**src/rtl/row_word_unpacker.sv**
```systemverilog
// row_word_unpacker: buffers parallel camera row words and serialises them
// into a valid/ready pixel stream with row/frame framing flags and indices.
module row_word_unpacker #(
  parameter int unsigned WORD_W         = 208,
  parameter int unsigned PIX_W          = 8,
  parameter int unsigned ROWS_PER_FRAME = 24,
  parameter int unsigned DEPTH          = 2
) (
  input  logic              clk,
  input  logic              rst,
  input  logic              en,
  input  logic              din_vald,
  input  logic [WORD_W-1:0] din,
  output logic [PIX_W-1:0]  pix_data,
  output logic              pix_vld,
  input  logic              pix_rdy,
  output logic              pix_sol,
  output logic              pix_eol,
  output logic              pix_sof,
  output logic              pix_eof,
  output logic [4:0]        col_idx,
  output logic [4:0]        row_idx,
  output logic [1:0]        level,
  output logic              overflow
);

  localparam int unsigned PIX_PER_WORD = WORD_W / PIX_W;
  localparam int unsigned PTR_W        = $clog2(DEPTH);
  localparam int unsigned IDX_W        = 5;
  localparam int unsigned LVL_W        = 2;

  localparam logic [0:0] S_EMPTY  = 1'b0;
  localparam logic [0:0] S_STREAM = 1'b1;

  logic [WORD_W-1:0] mem_q [DEPTH];
  logic [PTR_W-1:0]  wr_ptr_q, wr_ptr_d;
  logic [PTR_W-1:0]  rd_ptr_q, rd_ptr_d;
  logic [LVL_W-1:0]  level_q, level_d;
  logic [0:0]        state_q, state_d;
  logic [IDX_W-1:0]  col_q, col_d;
  logic [IDX_W-1:0]  row_q, row_d;
  logic              overflow_q, overflow_d;

  logic              xfer_c;
  logic              last_col_c;
  logic              free_c;
  logic              full_c;
  logic              push_req_c;
  logic              wr_c;
  logic              drop_c;
  logic [WORD_W-1:0] head_c;
  logic [PIX_W-1:0]  pix_sel_c;

  // Handshake, buffer occupancy and write/drop qualification
  always_comb begin
    xfer_c     = (state_q == S_STREAM) && pix_rdy;
    last_col_c = (col_q == IDX_W'(PIX_PER_WORD - 1));
    free_c     = xfer_c && last_col_c;
    full_c     = (level_q == LVL_W'(DEPTH));
    push_req_c = en && din_vald;
    wr_c       = push_req_c && (!full_c || free_c);
    drop_c     = push_req_c && full_c && !free_c;
  end

  // Select the current pixel out of the head row word
  always_comb begin
    head_c    = mem_q[rd_ptr_q];
    pix_sel_c = '0;
    for (int i = 0; i < int'(PIX_PER_WORD); i++) begin
      if (col_q == IDX_W'(i)) begin
        pix_sel_c = head_c[i*PIX_W +: PIX_W];
      end
    end
  end

  // Next-state: pointers, level, FSM, indices and sticky overflow
  always_comb begin
    wr_ptr_d   = wr_ptr_q;
    rd_ptr_d   = rd_ptr_q;
    level_d    = level_q;
    state_d    = state_q;
    col_d      = col_q;
    row_d      = row_q;
    overflow_d = overflow_q;

    if (wr_c) begin
      wr_ptr_d = wr_ptr_q + PTR_W'(1);
    end
    if (free_c) begin
      rd_ptr_d = rd_ptr_q + PTR_W'(1);
    end

    case ({wr_c, free_c})
      2'b10:   level_d = level_q + LVL_W'(1);
      2'b01:   level_d = level_q - LVL_W'(1);
      default: level_d = level_q;
    endcase

    if (drop_c) begin
      overflow_d = 1'b1;
    end

    if (xfer_c) begin
      if (last_col_c) begin
        col_d = '0;
        if (row_q == IDX_W'(ROWS_PER_FRAME - 1)) begin
          row_d = '0;
        end else begin
          row_d = row_q + IDX_W'(1);
        end
      end else begin
        col_d = col_q + IDX_W'(1);
      end
    end

    case (state_q)
      S_EMPTY: begin
        // One bubble cycle after a write into an empty buffer
        if (level_q != '0) begin
          state_d = S_STREAM;
        end
      end
      S_STREAM: begin
        if (free_c && (level_d == '0)) begin
          state_d = S_EMPTY;
        end
      end
      default: state_d = S_EMPTY;
    endcase
  end

  // Control state registers with synchronous reset
  always_ff @(posedge clk) begin
    if (rst) begin
      wr_ptr_q   <= '0;
      rd_ptr_q   <= '0;
      level_q    <= '0;
      state_q    <= S_EMPTY;
      col_q      <= '0;
      row_q      <= '0;
      overflow_q <= 1'b0;
    end else begin
      wr_ptr_q   <= wr_ptr_d;
      rd_ptr_q   <= rd_ptr_d;
      level_q    <= level_d;
      state_q    <= state_d;
      col_q      <= col_d;
      row_q      <= row_d;
      overflow_q <= overflow_d;
    end
  end

  // Row word storage; contents need no reset since level gates reads
  always_ff @(posedge clk) begin
    if (wr_c && !rst) begin
      mem_q[wr_ptr_q] <= din;
    end
  end

  // Output decode of registered state; flags gated by pix_vld
  always_comb begin
    pix_vld  = (state_q == S_STREAM);
    pix_data = pix_vld ? pix_sel_c : '0;
    pix_sol  = pix_vld && (col_q == '0);
    pix_eol  = pix_vld && last_col_c;
    pix_sof  = pix_sol && (row_q == '0);
    pix_eof  = pix_eol && (row_q == IDX_W'(ROWS_PER_FRAME - 1));
    col_idx  = col_q;
    row_idx  = row_q;
    level    = level_q;
    overflow = overflow_q;
  end

endmodule

```
**config.mk**
```make
export PLATFORM = sky130hd
export DESIGN_NAME = row_word_unpacker
export DESIGN_NICKNAME = d
export VERILOG_FILES = /design/src/rtl/row_word_unpacker.sv
export SDC_FILE = /design/constraint.sdc
export NUM_CORES = 1
export LEC_CHECK = 0
export CORE_MARGIN = 2
export CORE_UTILIZATION = 63
export CTS_BUF_LIST = sky130_fd_sc_hd__clkbuf_16
export DETAILED_ROUTE_END_ITERATION = 8
export DONT_BUFFER_PORTS = 1
export GPL_ROUTABILITY_DRIVEN = 0
export PLACE_DENSITY = 0.79
export SETUP_SLACK_MARGIN = 0.1
export SLEW_MARGIN = 0
export SYNTH_ARGS = -nofsm -noshare
export SYNTH_HDL_FRONTEND = slang
export SYNTH_SLANG_ARGS = --single-unit
export TNS_END_PERCENT = 50
```
**constraint.sdc**
```tcl
create_clock -name clk -period 22.3 [get_ports clk]
set_input_delay 3.345 -clock clk [delete_from_list [all_inputs] [get_ports clk]]
set_output_delay 3.345 -clock clk [all_outputs]
set_load 0.01 [all_outputs]
```
==> Word-level counts from Yosys, hierarchy flattened <==
Memory sizes are Yosys's and may differ from the RTL's. A register that Yosys moved wholly into a read port is not among the register bits.
Cells that the tools add are included.
{ "totals": {"ff_bits": 16, "latchBits": 0, "mem_bits_rw": 416, "mem_bits_ro": 0, "output_inout_bits": 26, "word_cells": 102, "memories": 1} }
{ "classes": {"add_sub_neg": 6, "n_mul": 0, "n_div": 0, "order_cmp": 0, "eq_ne": 29, "n_shift": 0, "mux": 37, "bitwise_logic": 1, "reduce_logical": 21} }
{ "mem_list": {"columns": ["memory", "depth", "word_bits", "rd", "rd_ports_with_merged_regs", "wr", "line_no", "text"], "rows": [
  ["mem_q", 2, 208, 1, 1, 1, "35", "logic [WORD_W-1:0] mem_q [DEPTH];"]
]} }
{ "ops": {"columns": ["cell", "count"], "rows": [
  ["8-bit 2-to-1 mux", 27],
  ["5-bit == test (second input constant)", 11],
  ["5-bit by 4-bit == test with 1-bit output (second input constant)", 8],
  ["5-bit by 3-bit == test with 1-bit output (second input constant)", 4],
  ["1-bit logical AND", 12],
  ["5-bit by 1-bit adder with 5-bit output (second input constant)", 2],
  ["5-bit by 2-bit == test with 1-bit output (second input constant)", 2],
  ["5-bit logical NOT", 2],
  ["5-bit 2-to-1 mux", 2],
  ["1-bit 2-to-1 mux", 6],
  ["5-bit by 1-bit == test with 1-bit output (second input constant)", 1],
  ["2-bit == test (second input constant)", 2],
  ["2-bit one-hot mux with 2 select lines", 1],
  ["1-bit logical NOT", 3],
  ["1-bit adder (second input constant)", 2],
  ["2-bit by 1-bit adder with 2-bit output (second input constant)", 1],
  ["2-bit by 1-bit == test with 1-bit output (second input constant)", 1],
  ["2-bit logical NOT", 1],
  ["1-bit one-hot mux with 2 select lines", 1],
  ["2-bit AND reduction", 1],
  ["2-bit nonzero test", 1],
  ["2-bit by 1-bit subtractor with 2-bit output (second input constant)", 1],
  ["1-bit logical OR", 1],
  ["1-bit inverter", 1]
]} }

==> Longest topological paths before layout <==
Gate-level depths: netlist of the first run.
{ "logic_depth": {"depth_word": 28, "ltp_mapped": 10} }

==> Worst setup path before layout of the first run <==
Ideal clock, no wire load.
{ "synth_timing": {"path_type": "input to register", "startpoint": "in pix_rdy", "endpoint": "mem mem_q[1][0] (enable)", "setup_time_ns": 1.074, "arrival_time_ns": 19.023, "t_required_ns": 21.226, "slack_ns": 2.203, "path_stages": 4, "n_path_buf": 0, "path_cell_list": "nand2_1 nor2_1 o21ai_0 nor3b_1"} }
{ "synth_between": {"elab_chain_len": 7} }
{ "synth_lines": {"columns": ["item", "line_no", "text"], "rows": [
  ["start: declaration", "16", "input logic pix_rdy,"],
  ["1-bit logical AND", "56", "xfer_c = (state_q == S_STREAM) && pix_rdy;"],
  ["1-bit logical AND", "58", "free_c = xfer_c && last_col_c;"],
  ["1-bit logical OR", "61", "wr_c = push_req_c && (!full_c || free_c);"],
  ["1-bit logical AND", "61", null],
  ["1-bit logical AND", "155", "if (wr_c && !rst) begin"],
  ["1-bit 2-to-1 mux", "155", null],
  ["1-bit 2-to-1 mux (not written as such)", "156", "mem_q[wr_ptr_q] <= din;"],
  ["end: declaration", "35", null]
]} }
Every way passes these cells.

==> results of run 1 <==
[routing by layer]
| layer | global-route usage | part of all wire | vias up |
|---|---|---|---|
| met5 | 0 | 0.00031 | - |
| met4 | 0.113 | 0.043 | 2 |
| met3 | 0.102 | 0.13 | 104 |
| met2 | 0.420 | 0.46 | 614 |
| met1 | 0.363 | 0.37 | 5127 |
| li1 | - | - | 4661 |
[registers in the layout (all words and copies together) (netlist names), named ones only]
name      cells
wr_ptr_q      1
col_idx       5
pix_vld       1
mem_q       416
overflow      1
rd_ptr_q      1
row_idx       5
level         2
[kinds of logic after synthesis]
logic type / count (synthesis) / synth area share
xor+xnor: 4 / 0.00192
flops: 433 / 0.702
buf+inv: 82 / 0.0231
mux: 213 / 0.120
fa+ha+maj: 7 / 0.00479
simple gates: 206 / 0.0676
compound gates: 223 / 0.0809
[through the flow]
step | cells | area, sq um | hold WS [ns] | util
after floorplan | 1168 | 18300 | 0.481 | -
after global placement | 1497 | 18500 | 0.493 | 0.648
after detailed placement | 1497 | 18500 | 0.495 | 0.648
after CTS | 1573 | 20000 | 0.520 | 0.699
after global routing | 1573 | 20000 | 0.591 | 0.699
final | 1573 | 20000 | 0.517 | 0.699
[critical path: stages (launching register included)]
cell      delay [ns]
dfxtp_4         1.08
buf_4           0.77
buf_4           0.79
mux2i_1         0.29
nor2_1          0.08
nor4b_1         0.33
o221ai_1        0.17
a311oi_1        0.46
o21ai_1         0.27
[worst min-delay path by stage]
stage / from / endpoint / slack (ns) / cells after the start
global placement: rd_ptr_q / rd_ptr_q / 0.49 / 2
CTS: rd_ptr_q / rd_ptr_q / 0.52 / 2
floorplan: rd_ptr_q / flop / 0.48 / 2
finish: rd_ptr_q / rd_ptr_q / 0.52 / 2
global route: row_idx[1] / row_idx[1] / 0.59 / 2
detailed placement: rd_ptr_q / flop / 0.50 / 2
[power by group through the flow]
| stage | logic [uW] | registers, uW | clock network (uW) |
|---|---|---|---|
| 2_1_floorplan | 25.4 | 942 | 0 |
| 3_3_place_gp | 37.3 | 934 | 0 |
| 3_5_place_dp | 37.7 | 935 | 0 |
| 4_1_cts | 37.9 | 918 | 753 |
| 5_1_grt | 41.0 | 919 | 786 |
| 6_report | 38.3 | 918 | 745 |
[final cells by class]
type / count / area, sq um
Multi-Input combinational cell: 653 / 5040
Fill cell: 1847 / 8610
Clock inverter: 31 / 347
Sequential cell: 433 / 12800
Timing Repair Buffer: 18 / 148
Clock buffer: 45 / 1130
Inverter: 9 / 33.8
Tap cell: 384 / 480
[cell usage in the layout, fill, tap and decap left out, types with 13 or more instances in the layout]
| cell | Yosys | final |
|---|---|---|
| mux2_2 | 42 | 42 |
| o22ai_1 | 18 | 18 |
| clkbuf_16 | 0 | 45 |
| inv_1 | 9 | 13 |
| dfxtp_1 | 17 | 14 |
| nor3_1 | 21 | 20 |
| nor2_1 | 49 | 49 |
| mux2i_1 | 171 | 171 |
| a221oi_1 | 15 | 15 |
| o21ai_0 | 54 | 54 |
| nand2_1 | 32 | 32 |
| edfxtp_1 | 416 | 416 |
| a21oi_1 | 51 | 51 |
| buf_4 | 12 | 17 |
| nand3_1 | 26 | 26 |
==> results by group, run 1 <==
Global route
  • Initial antenna violation count: 1
  • First-pass GRT wire length: 63.0 mm
  • Vias in the first global route: 10552
  • Congestion Overflow GR: 0
  • Largest net degree at the start of global routing: roughly 200
  • All-Layer GR Usage: 0.276

Route
  • Starting DRT DRC Count: roughly 1300
  • Via density: around 6.7
  • Routed wire length: 42.0 mm
  • Drt wl/cell: roughly 27 um
  • Via count: about 11000
  • Post-DRT Antenna Nets: 0
  • Residual DRC: 0
  • Drt first pass iters: 5

STA
  • Number of setup violations in the final report: 0
  • Min cycle time layout: 8.17 ns
  • F_max: 122 MHz
  • Final Cycle Share: 0.366
  • Clock skew: 0.00933 ns
  • Relative max-transition margin: 0.114
  • RSZ-0062 raised after global routing: false
  • TNS Setup: 0 ns
  • Final Hold Fails: 0
  • Final Worst Setup Slack: roughly 14 ns
  • Slew @ Worst Pin: 1.33 ns
  • Max Slew Vio Count: 0

Setup path
  • R2r setup slk: roughly 17 ns
  • Critical path type: reg -> out
  • CP max FO: between 60 and 70
  • Reg-to-reg critical path endpoint: mem_q[0][82]
  • CP Capture Type: output pin
  • FF-to-FF path depth: 8
  • CP Data Required Time: around 19 ns
  • End point of the critical path: pix_data[1]
  • Data arrival, critical path: 4.82 ns
  • Startpoint Class: flop
  • R2R Path Start: col_idx[3]

Pwr
  • Power Density: approximately 85 mW/mm^2
  • Clock group share of total power: 0.438
  • Overall Power: ~1700 uW
  • Cell Int Power: between 1000 and 1500 uW
  • Switching Fraction: 0.189
  • Static leakage: 0.00602 uW
  • Peak VDD IR: 0.0665 mV
  • Gate power share: 0.023
  • Flop pwr share: 0.539
  • P_sw: 322 uW

Finish
  • Ant. Diodes: 0
  • Final Net Count: 1378
  • Share of layout cells above drive strength 1: 0.124
  • Synth-to-layout area growth: 9.49%

Yosys
  • Sequential area share after synthesis: 0.702
  • Register bit total from synthesis: between 400 and 500
  • EDFF count, synth: roughly 420
  • Cell taking the most area after synthesis: edfxtp_1
  • Top post-synthesis cells by count: edfxtp_1 (416), mux2i_1 (171), o21ai_0 (54)
  • Synth cell types: 69
  • Cells after synthesis: roughly 1200
  • Syn. warnings: 0
  • Syn nets: 1388
  • Post-synth top flop: edfxtp_1
  • Syn Area/Cell: about 16 sq um
  • Top-count cell post-synth: edfxtp_1
  • Fraction of registers with async set/reset: 0
  • Largest cells by area after synthesis: edfxtp_1 (68%), mux2i_1 (9.4%), mux2_2 (2.6%)
  • Mapped Area: 0.0183 sq mm
  • Post-synth top area share: 0.684

Clock network
  • Setup Buffers After CTS: 0
  • Clock Path Buffers: 3
  • Num CTS Buffers: 43
  • Clock slew at reported path FFs: 0.06 ns
  • TritonCTS clock tree: done
  • H-tree depth: 2
  • Post-CTS Hold Fix Bufs: 0
  • Clk sinks: roughly 430
  • Skew-Pair Late Insertion Delay: 0.53 ns
  • Post-CTS sizing: 0
  • CTS Root Cell: clkbuf_16

Placed design
  • DP Worst Slack: 14.70 ns
  • Port Buffers: 0
  • HPWL after DPL: about 28 mm

Hold path
  • Worst min-delay path category: reg -> reg

Run status
  • Status: finished, final reports clean

Floorplan
  • Die area: 0.0304 sq mm
  • Initial core utilization: 0.638
  • Row count: 62
  • Core area: about 0.029 sq mm
  • Die height: between 150 and 200 um
  • Die width: about 170 um
  • I/O Pins: approximately 240

Flow run
  • MaxCap Viol Count: 0
(Power assumes the default switching activity.)
==> run 2: changes to the inputs <==
==> constraint.sdc (replaced) <==
create_clock -name clk -period 7.7 [get_ports clk]
set_input_delay 1.155 -clock clk [delete_from_list [all_inputs] [get_ports clk]]
set_output_delay 1.155 -clock clk [all_outputs]
set_load 0.01 [all_outputs]
==> run 2 against run 1 <==
Power increased to 2.7 times the previous value. Non-clock buffer count unchanged. Cell area decreased by 0.68%. Largest cell class unchanged. Worst hold slack got worse by 0.0027 ns. Global-route usage decreased by 0.61 points. Final cell count increased by 0.25%. Critical endpoint is now pix_data[2]. Flip-flop and latch count unchanged. Register-to-register slack got worse by 14 ns. Routed wire length decreased by 0.21%. Clock skew increased by 0.0074 ns. Critical path depth unchanged.
==> results by group, run 2 (same netlist as run 1, synthesis figures left out) <==
Setup path
  • Data arrival, critical path: 4.21 ns (-0.61 ns)
  • R2R Path Start: col_idx[0]
  • Reg-to-reg critical path endpoint: mem_q[1][139]
  • Startpoint Class: flop
  • CP startpoint: col_idx[0]
  • CP max FO: 22 (-68%)
  • Critical path type: reg -> out
  • R2r setup slk: 3.23 ns (-13.55 ns)
  • End point of the critical path: pix_data[2]
  • CP Capture Type: output pin
  • FF-to-FF path depth: 8 (unchanged)
  • CP Data Required Time: 6.55 ns (-12.40 ns)

STA
  • Fin Hold WS: 0.514 ns (-0.00265 ns)
  • Final Cycle Share: 0.697
  • Slew @ Worst Pin: 1.12 ns (-0.207 ns)
  • Final Hold Fails: 0 (unchanged)
  • Relative max-transition margin: 0.250 (+0.136)
  • RSZ-0062 raised after global routing: false
  • Max Slew Vio Count: 0 (unchanged)
  • Clock skew: 0.0167 ns (+0.00741 ns)
  • F_max: approximately 190 MHz
  • Min cycle time layout: 5.36 ns
  • Number of setup violations in the final report: 0 (unchanged)

Route
  • Residual DRC: 0 (unchanged)
  • Routed wire length: 41.9 mm (-0.21%)
  • Post-DRT Antenna Nets: 0 (unchanged)
  • Drt first pass iters: 7 (+2)
  • Starting DRT DRC Count: 1434 (+8.0%)
  • Via count: 10542 (+0.32%)
  • Via density: 6.68 (about the same)
  • Drt wl/cell: 26.6 um (-0.46%)

Placed design
  • HPWL after DPL: 28.1 mm (+1.7%)
  • Placed Area: 0.0186 sq mm (+0.20%)
  • Port Buffers: 0 (unchanged)
  • Placed cell count: 1497 (unchanged)

Finish
  • Share of layout cells above drive strength 1: 0.125 (+0.000631)
  • Most common cell after layout, fill and taps aside: edfxtp_1
  • Largest Register: mem_q
  • Final Core Density: 0.694 (-0.00477)
  • Most frequent cells in the layout: edfxtp_1 (416), mux2i_1 (171), o21ai_0 (54)
  • Final Net Count: 1379 (+0.073%)
  • Post-route cell area: 0.0199 sq mm (-0.68%)
  • Post-Layout Cell Count: 1577 (+0.25%)
  • Largest register FFs: 416 (unchanged)
  • Synth-to-layout area growth: 8.74%
  • Fill cell count: 1849 (+0.11%)

Global route
  • Largest net degree at the start of global routing: 124 (-38%)
  • All-Layer GR Usage: 0.270 (-0.00608)
  • Vias in the first global route: 10280 (-2.6%)
  • First-pass GRT wire length: 61.7 mm (-2.1%)
  • Congestion Overflow GR: 0 (unchanged)
  • Initial antenna violation count: 0 (-1)

Clock network
  • Clock slew at reported path FFs: 0.06 ns (about the same)
  • Post-CTS Hold Fix Bufs: 0 (unchanged)
  • Num CTS Buffers: 44 (+2.3%)
  • Setup Buffers After CTS: 0 (unchanged)
  • Skew-Pair Late Insertion Delay: 0.54 ns (about the same)
  • Clock Path Buffers: 3 (unchanged)
  • Clk sinks: 433 (unchanged)
  • Post-CTS sizing: 0 (unchanged)
  • CTS Root Cell: clkbuf_16
  • TritonCTS clock tree: done
  • H-tree depth: 2 (unchanged)

Floorplan
  • Initial core utilization: 0.638 (unchanged)
  • Die height: 174 um (unchanged)
  • I/O Pins: 239 (unchanged)
  • Die area: 0.0304 sq mm (unchanged)
  • Die width: 174 um (unchanged)
  • Row count: 62 (unchanged)
  • Core area: 0.0286 sq mm (unchanged)

Hold path
  • Hold Startpoint: rd_ptr_q
  • Worst min-delay path category: reg -> reg

Pwr
  • Static leakage: 0.00596 uW (-1.1%)
  • Gate power share: 0.024 (about the same)
  • Clock group share of total power: 0.408 (-0.030)
  • Power Density: 235 mW/mm^2 (+180%)
  • Peak VDD IR: 0.234 mV (+250%)
  • Flop pwr share: 0.568 (+0.029)
  • Cell Int Power: 3730 uW (+170%)
  • P_sw: 943 uW (+190%)
  • Switching Fraction: 0.202 (+0.0122)
  • Overall Power: 4680 uW (+170%)

Run status
  • Status: finished, final reports clean

Flow run
  • MaxCap Viol Count: 0 (unchanged)
run 2: how the worst min path moves through the flow:
stage            to  slack [ns]  cells past startpoint
6_report       flop        0.51                      2
5_1_grt        flop        0.55                      2
4_1_cts        flop        0.52                      2
3_5_place_dp   flop        0.50                      2
3_3_place_gp   flop        0.49                      2
2_1_floorplan  flop        0.48                      2
run 2: worst max-delay path: stages, from the launching register on:
cell and delay (ns):
dfxtp_1 0.53, ha_1 0.66, and3_1 0.25, ha_1 0.69, nor2_1 0.28, a221oi_1 0.36
nand3_1 0.12, a311oi_1 0.51, o21a_1 0.25
run 2: layout make-up:
class | count | area, sq um | area share
clock buffers | 45 | 1130 | 0.0567
inverters | 9 | 33.8 | 0.00170
clock inverters | 33 | 168 | 0.00844
diodes | 2 | 5.00 | 0.000252
well taps | 384 | 480 | 0.0242
flip-flops and latches | 433 | 12800 | 0.646
repair buffers | 18 | 173 | 0.00869
multi-input cells | 653 | 5050 | 0.254
run 2: power groups by stage:
stage | logic, uW | registers, uW | clock network, uW
detailed placement | 110 | 2710 | 0
finish | 112 | 2660 | 1910
CTS | 111 | 2660 | 1930
global placement | 109 | 2700 | 0
global route | 119 | 2660 | 2020
floorplan | 74.3 | 2710 | 0
run 2: through the flow:
step                setup slack (ns)  setup TNS [ns]
floorplan                      -2.78         -577.32
global placement                3.19               0
detailed placement              3.06               0
CTS                             2.47               0
global route                    2.14               0
finish                          2.34               0
run 2: metal layers:
| layer | vias up | routed length [um] | GRT usage |
|---|---|---|---|
| met5 | - | 0 | 0 |
| met1 | 5100 | 15600 | 0.364 |
| met3 | 96 | 5610 | 0.0984 |
| met4 | 0 | 1410 | 0.0931 |
| li1 | 4654 | - | - |
| met2 | 692 | 19300 | 0.411 |
